File: config.mk
export PLATFORM = sky130hd
export DESIGN_NAME = timer_irq_unit
export DESIGN_NICKNAME = d
export VERILOG_FILES = /design/src/rtl/timer_irq_unit.sv
export SDC_FILE = /design/constraint.sdc
export NUM_CORES = 1
export LEC_CHECK = 0
export ABC_CLOCK_PERIOD_IN_PS = 2400
export BUFFER_PORTS_ARGS = -buffer_cell sky130_fd_sc_hd__buf_4
export CAP_MARGIN = 20
export CORE_ASPECT_RATIO = 1.75
export CORE_MARGIN = 2
export CORE_UTILIZATION = 55
export DETAILED_ROUTE_END_ITERATION = 6
export GPL_TIMING_DRIVEN = 0
export PLACE_DENSITY = 0.78
export SYNTH_ARGS = -nofsm -noshare
export SYNTH_HDL_FRONTEND = slang
export SYNTH_SLANG_ARGS = --single-unit
export TNS_END_PERCENT = 30
File: constraint.sdc
create_clock -name clk -period 2.4 [get_ports clk]
set_input_delay 0 -clock clk [delete_from_list [all_inputs] [get_ports clk]]
set_output_delay 0 -clock clk [all_outputs]
set_load 0.03 [all_outputs]
File: src/rtl/timer_irq_unit.sv
// Interval timer on the data bus: TH reload, TL counter, TCON {status,irq_en,run}.
// Ports: clk, reset (async low), addr/wdata/MemWr/MemRd/rdata bus, kernel_mode, IRQ.
module timer_irq_unit #(
  parameter logic [31:0] BASE     = 32'h4000_0000,
  parameter int unsigned PRESCALE = 1
) (
  input  logic        clk,
  input  logic        reset,
  input  logic [31:0] addr,
  input  logic [31:0] wdata,
  input  logic        MemWr,
  input  logic        MemRd,
  output logic [31:0] rdata,
  input  logic        kernel_mode,
  output logic        IRQ
);

  localparam int unsigned PW =
    (PRESCALE > 1) ? $clog2(PRESCALE) : 1;
  localparam logic [PW-1:0] PMAX = PW'(PRESCALE - 1);

  logic [31:0]   r_th;
  logic [31:0]   r_tl;
  logic          r_status;
  logic          r_en;
  logic          r_run;
  logic [PW-1:0] r_pre;

  logic w_aligned;
  logic w_sel_th;
  logic w_sel_tl;
  logic w_sel_con;
  logic w_wr_th;
  logic w_wr_tl;
  logic w_wr_con;
  logic w_stop;
  logic w_pre_end;
  logic w_tick;
  logic w_ovf;
  logic w_set;

  assign w_aligned = (addr[1:0] == 2'b00);
  assign w_sel_th  = w_aligned && (addr == BASE);
  assign w_sel_tl  = w_aligned && (addr == BASE + 32'd4);
  assign w_sel_con = w_aligned && (addr == BASE + 32'd8);

  assign w_wr_th  = MemWr && w_sel_th;
  assign w_wr_tl  = MemWr && w_sel_tl;
  assign w_wr_con = MemWr && w_sel_con;

  // A store clearing run suppresses the tick of its own edge.
  assign w_stop    = w_wr_con && !wdata[0];
  assign w_pre_end = (r_pre == PMAX);
  assign w_tick    = r_run && w_pre_end && !w_stop;

  // A store to TL on the overflow edge wins over the reload.
  assign w_ovf = w_tick && (r_tl == 32'hFFFF_FFFF) && !w_wr_tl;
  assign w_set = w_ovf && r_en;

  always_ff @(posedge clk or negedge reset) begin
    if (!reset) begin
      r_pre <= '0;
    end else if (!r_run || w_stop || w_pre_end) begin
      r_pre <= '0;
    end else begin
      r_pre <= r_pre + PW'(1);
    end
  end

  always_ff @(posedge clk or negedge reset) begin
    if (!reset) begin
      r_th <= '0;
    end else if (w_wr_th) begin
      r_th <= wdata;
    end
  end

  // Reload reads r_th before any same-edge TH store lands.
  always_ff @(posedge clk or negedge reset) begin
    if (!reset) begin
      r_tl <= '0;
    end else if (w_wr_tl) begin
      r_tl <= wdata;
    end else if (w_ovf) begin
      r_tl <= r_th;
    end else if (w_tick) begin
      r_tl <= r_tl + 32'd1;
    end
  end

  // Overflow set is OR-ed into a TCON store so no interrupt is lost.
  always_ff @(posedge clk or negedge reset) begin
    if (!reset) begin
      r_status <= 1'b0;
      r_en     <= 1'b0;
      r_run    <= 1'b0;
    end else if (w_wr_con) begin
      r_status <= wdata[2] | w_set;
      r_en     <= wdata[1];
      r_run    <= wdata[0];
    end else if (w_set) begin
      r_status <= 1'b1;
    end
  end

  always_comb begin
    rdata = 32'h0;
    if (MemRd) begin
      unique case (1'b1)
        w_sel_th:  rdata = r_th;
        w_sel_tl:  rdata = r_tl;
        w_sel_con: rdata = {29'h0, r_status, r_en, r_run};
        default:   rdata = 32'h0;
      endcase
    end
  end

  assign IRQ = r_status & r_en & ~kernel_mode;

endmodule
Word level (Yosys, flattened, before mapping)
Cells that the tools add are included.

Bits in read-only memories: 0. Memories kept: 0. Latch bits: 0. Bits of input ports: 69. Register bits after elaboration: 68. RAM bits: 0.

Add/sub/neg operators: 2. Magnitude comparators: 0. Shift-type cells: 0. Mux-type cells: 8. Eq/ne operators: 4. Bitwise logic cells: 5. Divide/modulo/power cells: 0. Multiply operators: 0. Reduce and logical (&&, ||, !) cells: 21.

Operators by type and width (number): two-way mux 32 bit (4); == test 32 x 31 -> 1 bit (second input constant) (3); one-hot mux 32 bit (3 select lines) (1); adder 32 x 1 -> 32 bit (second input constant) (1); == test 32 bit (second input constant) (1); logical AND 1 bit (12); zero test 1 bit (4); two-way mux 1 bit (3); nonzero test 3 bit (1); bitwise AND 1 bit (2); zero test 2 bit (1); logical OR 1 bit (2); inverter 1 bit (2); nonzero test 2 bit (1); adder 1 bit (second input constant) (1); OR 1 bit (1).

Logic depth before layout (Yosys ltp)
Word-level depth: 11. Depth in mapped cells: 9. Gate-level depth less buffers: 7.

Worst setup path before layout
No wires, ideal clock.

Path kind: reg2reg. Start: register r_tl[8]. End: register r_tl[17]. Setup slack: 0.460 ns. Data arrival time: 1.814 ns. Data required time: 2.274 ns. Clock period less this slack: 1.940 ns. Path buffers: 1. Cell stages (with the launch flop): 8. Cells stage by stage: dfrtp_1 clkbuf_2 nand4_2 nor4_1 nand3_1 xor2_1 o21ai_1 a221o_1.

Word-level cells in the longest chain between the ends: 5. Elaborated cells on any way between the ends: 8.

RTL lines: start: declaration (RTL line 23) `logic [31:0] r_tl;`; start signal: assignment (RTL line 83) `r_tl <= wdata;`; start signal: assignment (RTL line 85) `r_tl <= r_th;`; start signal: assignment (RTL line 87) `r_tl <= r_tl + 32'd1;`; parallel branches: the longest is 5 deep, another holds adder 32 x 1 -> 32 bit.

Several ways; the timed one is not identified. The select of a mux whose other input is x is not followed. A chain may end at the register's enable or synchronous reset.

Worst setup path after layout
Start: register r_tl[27]. End: register r_tl[29].

Same word-level chain as after synthesis.

==> flow_summary.yaml <==
run_status:
  outcome: "finished, final reports clean"
logic_synthesis:
  synth_edf_count: 0
  synth.ff_latch_count: 68
  netlist_instances: 488
  synth.area.top_cells: "dfrtp_1 (38%), mux2_2 (8.7%), mux2i_1 (8.6%), nand2_1 (4.5%), nor2_1 (4.2%)"
  synth_area_leader_cell: "dfrtp_1"
  synth_top_area_share: 0.377
  synth_cell_types: 61
  synth.net_count: 558
  ys_seq_area_frac: 0.377
  ys.flop_type: "dfrtp_1"
  syn-cell-area_mm2: 0.00452
  avgSynthCellArea_um2: 9.26
  synthArstFlopShare: 1.00
  yosys_warnings: 0
route:
  vias_per_cell: 6.44
  routed-via-count: 4684
  wl_per_cell_um: 20.4
  dr.pass1.iters: 5
  drt_iter0_drc: 402
  drc: 0
  postRouteAntennaNets: 0
  routed_wl_um: 14800
setup_path:
  reg2regPathDepth: 8
  critical-path-top-delay-family: "simple AND/OR/NAND/NOR gates"
  cp.required_ps: 2670
  cp-start-kind: "register"
  end_kind: "register"
  arrival_ps: 2550
  timing.critical_path.buf_inv: 2
  path_class: "register to register"
  worstReg2RegStart: "r_tl[27]$_DFFE_PN0P_"
  reg2reg_slack_ps: 130
  crit_end: "r_tl[29]$_DFFE_PN0P_"
  slowest_delay_ps: 460
  path_cells: "nand4_1 > nor4_4 > and3_1 > buf_4 > buf_6 > a21oi_1 > o311ai_1 > o21a_1"
  crit_start: "r_tl[27]$_DFFE_PN0P_"
  crit_slowest_cell: "dfrtp_1"
  cp_max_fo: 10
  cp.depth: 8
  r2r-end: "r_tl[29]$_DFFE_PN0P_"
clock_tree:
  clk_latency_ps: 340
  cts_root_buf: "clkbuf_16"
  htree_levels: 3
  tritoncts: "done"
  numCtsBuffers: 9
  clkTransAtPathRegs_ps: 50
  clock_path_buffers: 2
  cts.sinks: 68
floorplan:
  initial_core_util: 0.567
  dieArea_mm2: 0.00898
  die_w_um: 72.5
  die_h_um: 124
  io_pins: 102
  rows: 43
  core_mm2: 0.00796
timing:
  relSlewSlack: 0.411
  rsz0062_at_grt: "true"
  hold_violations: 0
  setup_viol: 0
  maxSlewViolCount: 0
  fmax_ghz: 0.440
  worst_pin_slew_ps: 884
  tns_ps: 0
  min_period_ps: 2270
  period_share: 0.947
  finalClockSkew_ps: 5.32
final_layout:
  multi_input_area_mm2: 0.00264
  fill_cells: 596
  syn2layout_area_growth_pct: 33.6
  utilization: 0.758
  nets: 703
  layout-drive-gt1-share: 0.308
  final_common_cell: "buf_4"
  layout_common_cells: "buf_4 (109), dfrtp_1 (65), nand2_1 (54)"
  regArea_mm2: 0.00171
  diodes: 0
placement:
  dp_hpwl_um: 10200
  numPortBuffers: 100
  globalplace.congestion: 0.932
power:
  pwr-share-clk: 0.472
  powerDensity_mw_per_mm2: 427
  p_int_w: 0.00202
  pwr-share-comb: 0.082
  leakage_nw: 2.94
  switching_share: 0.217
  total_power_w: 0.00258
  switchingPower_w: 0.000561
  p_seq_frac: 0.446
  vdd_drop_max_uv: 361
global_routing:
  antenna_found_initial: 0
  grt_pass1_wl_um: 23100
  grt_usage: 0.343
  grt_pass1_vias: 4705
  grt_max_degree: 69
  grt-ovfl-total: 0
flow_run:
  max_cap_violations: 0
min_path:
  hold_path.startpoint: "addr[3]"
  min_path_type: "primary input to register"
-- kinds of logic after synthesis --
family                   share of synthesized area
AND/OR/NAND/NOR                              0.218
AO/OA/AOI/OAI                                0.166
multiplexers                                 0.174
flip-flops                                   0.377
buffers and inverters                       0.0468
XOR/XNOR                                    0.0155
adder cells (fa/ha/maj)                    0.00277
other                                     0.000830
-- area by class of cell --
class / instances / share of cell area
timing repair buffer: 135 / 0.182
buffer: 32 / 0.0330
sequential: 68 / 0.283
clock buffer: 13 / 0.0431
multi-input combinational: 383 / 0.437
inverter: 4 / 0.00249
clock inverter: 2 / 0.00166
tap: 90 / 0.0187
-- flip-flops by register name, summed over array words and instances, names as in the netlist --
name,count
r_th,32
r_tl,32
r_en,1
r_pre,1
r_run,1
r_status,1
-- timing repair --
action                                  CTS  global route
endpoints found under the hold margin   135             0
gates resized for setup                   3            10
hold buffers                             33             0
endpoints found under the setup margin    6            25
buffers inserted                          0             1
pin swaps                                 0             1
-- worst register-to-register path, delay by kind of cell (launching register included) --
| kind | cells | cell delay, ps |
|---|---|---|
| compound gates | 3 | 540 |
| flops | 1 | 460 |
| buf+inv | 2 | 310 |
| simple gates | 3 | 900 |
-- through the flow --
stage                     setup WS, ps  hold slack, ps  instance area (um2)  std cells
after floorplan                    460            -296                 4520        488
after global placement            -240             171                 5380        678
after detailed placement          -108             174                 5390        679
after CTS                         10.7            43.0                 6000        727
after global routing             -75.1            57.7                 6040        727
final                              127            36.9                 6040        727
-- synthesized netlist by cell type, drive strengths merged, types with 2 or more instances --
| master | number |
|---|---|
| a41o | 8 |
| clkbuf | 8 |
| a211oi | 3 |
| nor3 | 9 |
| a32o | 3 |
| a221o | 3 |
| and4 | 4 |
| o211ai | 2 |
| nand2 | 54 |
| o2bb2ai | 2 |
| mux2 | 35 |
| a31oi | 3 |
| and3 | 10 |
| nor2b | 3 |
| xnor2 | 3 |
| o21a | 2 |
| o21ai | 30 |
| nor4b | 3 |
| a41oi | 4 |
| nor2 | 51 |
| a21oi | 30 |
| nand3 | 16 |
| mux2i | 39 |
| a31o | 3 |
| inv | 4 |
| dfrtp | 68 |
| a21o | 9 |
| buf | 25 |
| and2 | 5 |
| xor2 | 5 |
| nand4 | 16 |
| nor4 | 11 |
-- per-layer routing --
layer	vias to the layer above	global-route usage	wire [um]	share of wire
li1	2096	-	-	-
met1	2243	0.378	5170	0.35
met2	277	0.604	7760	0.52
met3	68	0.0615	1130	0.077
met4	0	0.204	757	0.051
met5	-	0	0	0
-- power groups by stage --
stage	registers, W	logic [W]	clock network, W
floorplan	0.00117	0.0000363	0
global placement	0.00117	0.000164	0
detailed placement	0.00117	0.000166	0
CTS	0.00115	0.000209	0.00122
global route	0.00115	0.000227	0.00127
finish	0.00115	0.000211	0.00122
-- how the worst min path moves through the flow --
stage / to / cells after the start
after floorplan: r_en$_DFFE_PN0N_ / 0
after global placement: r_th[16]$_DFFE_PN0P_ / 1
after detailed placement: r_th[16]$_DFFE_PN0P_ / 1
after CTS: r_tl[6]$_DFFE_PN0P_ / 3
after global routing: r_tl[6]$_DFFE_PN0P_ / 3
final: r_tl[6]$_DFFE_PN0P_ / 3
(Power assumes the default switching activity.)
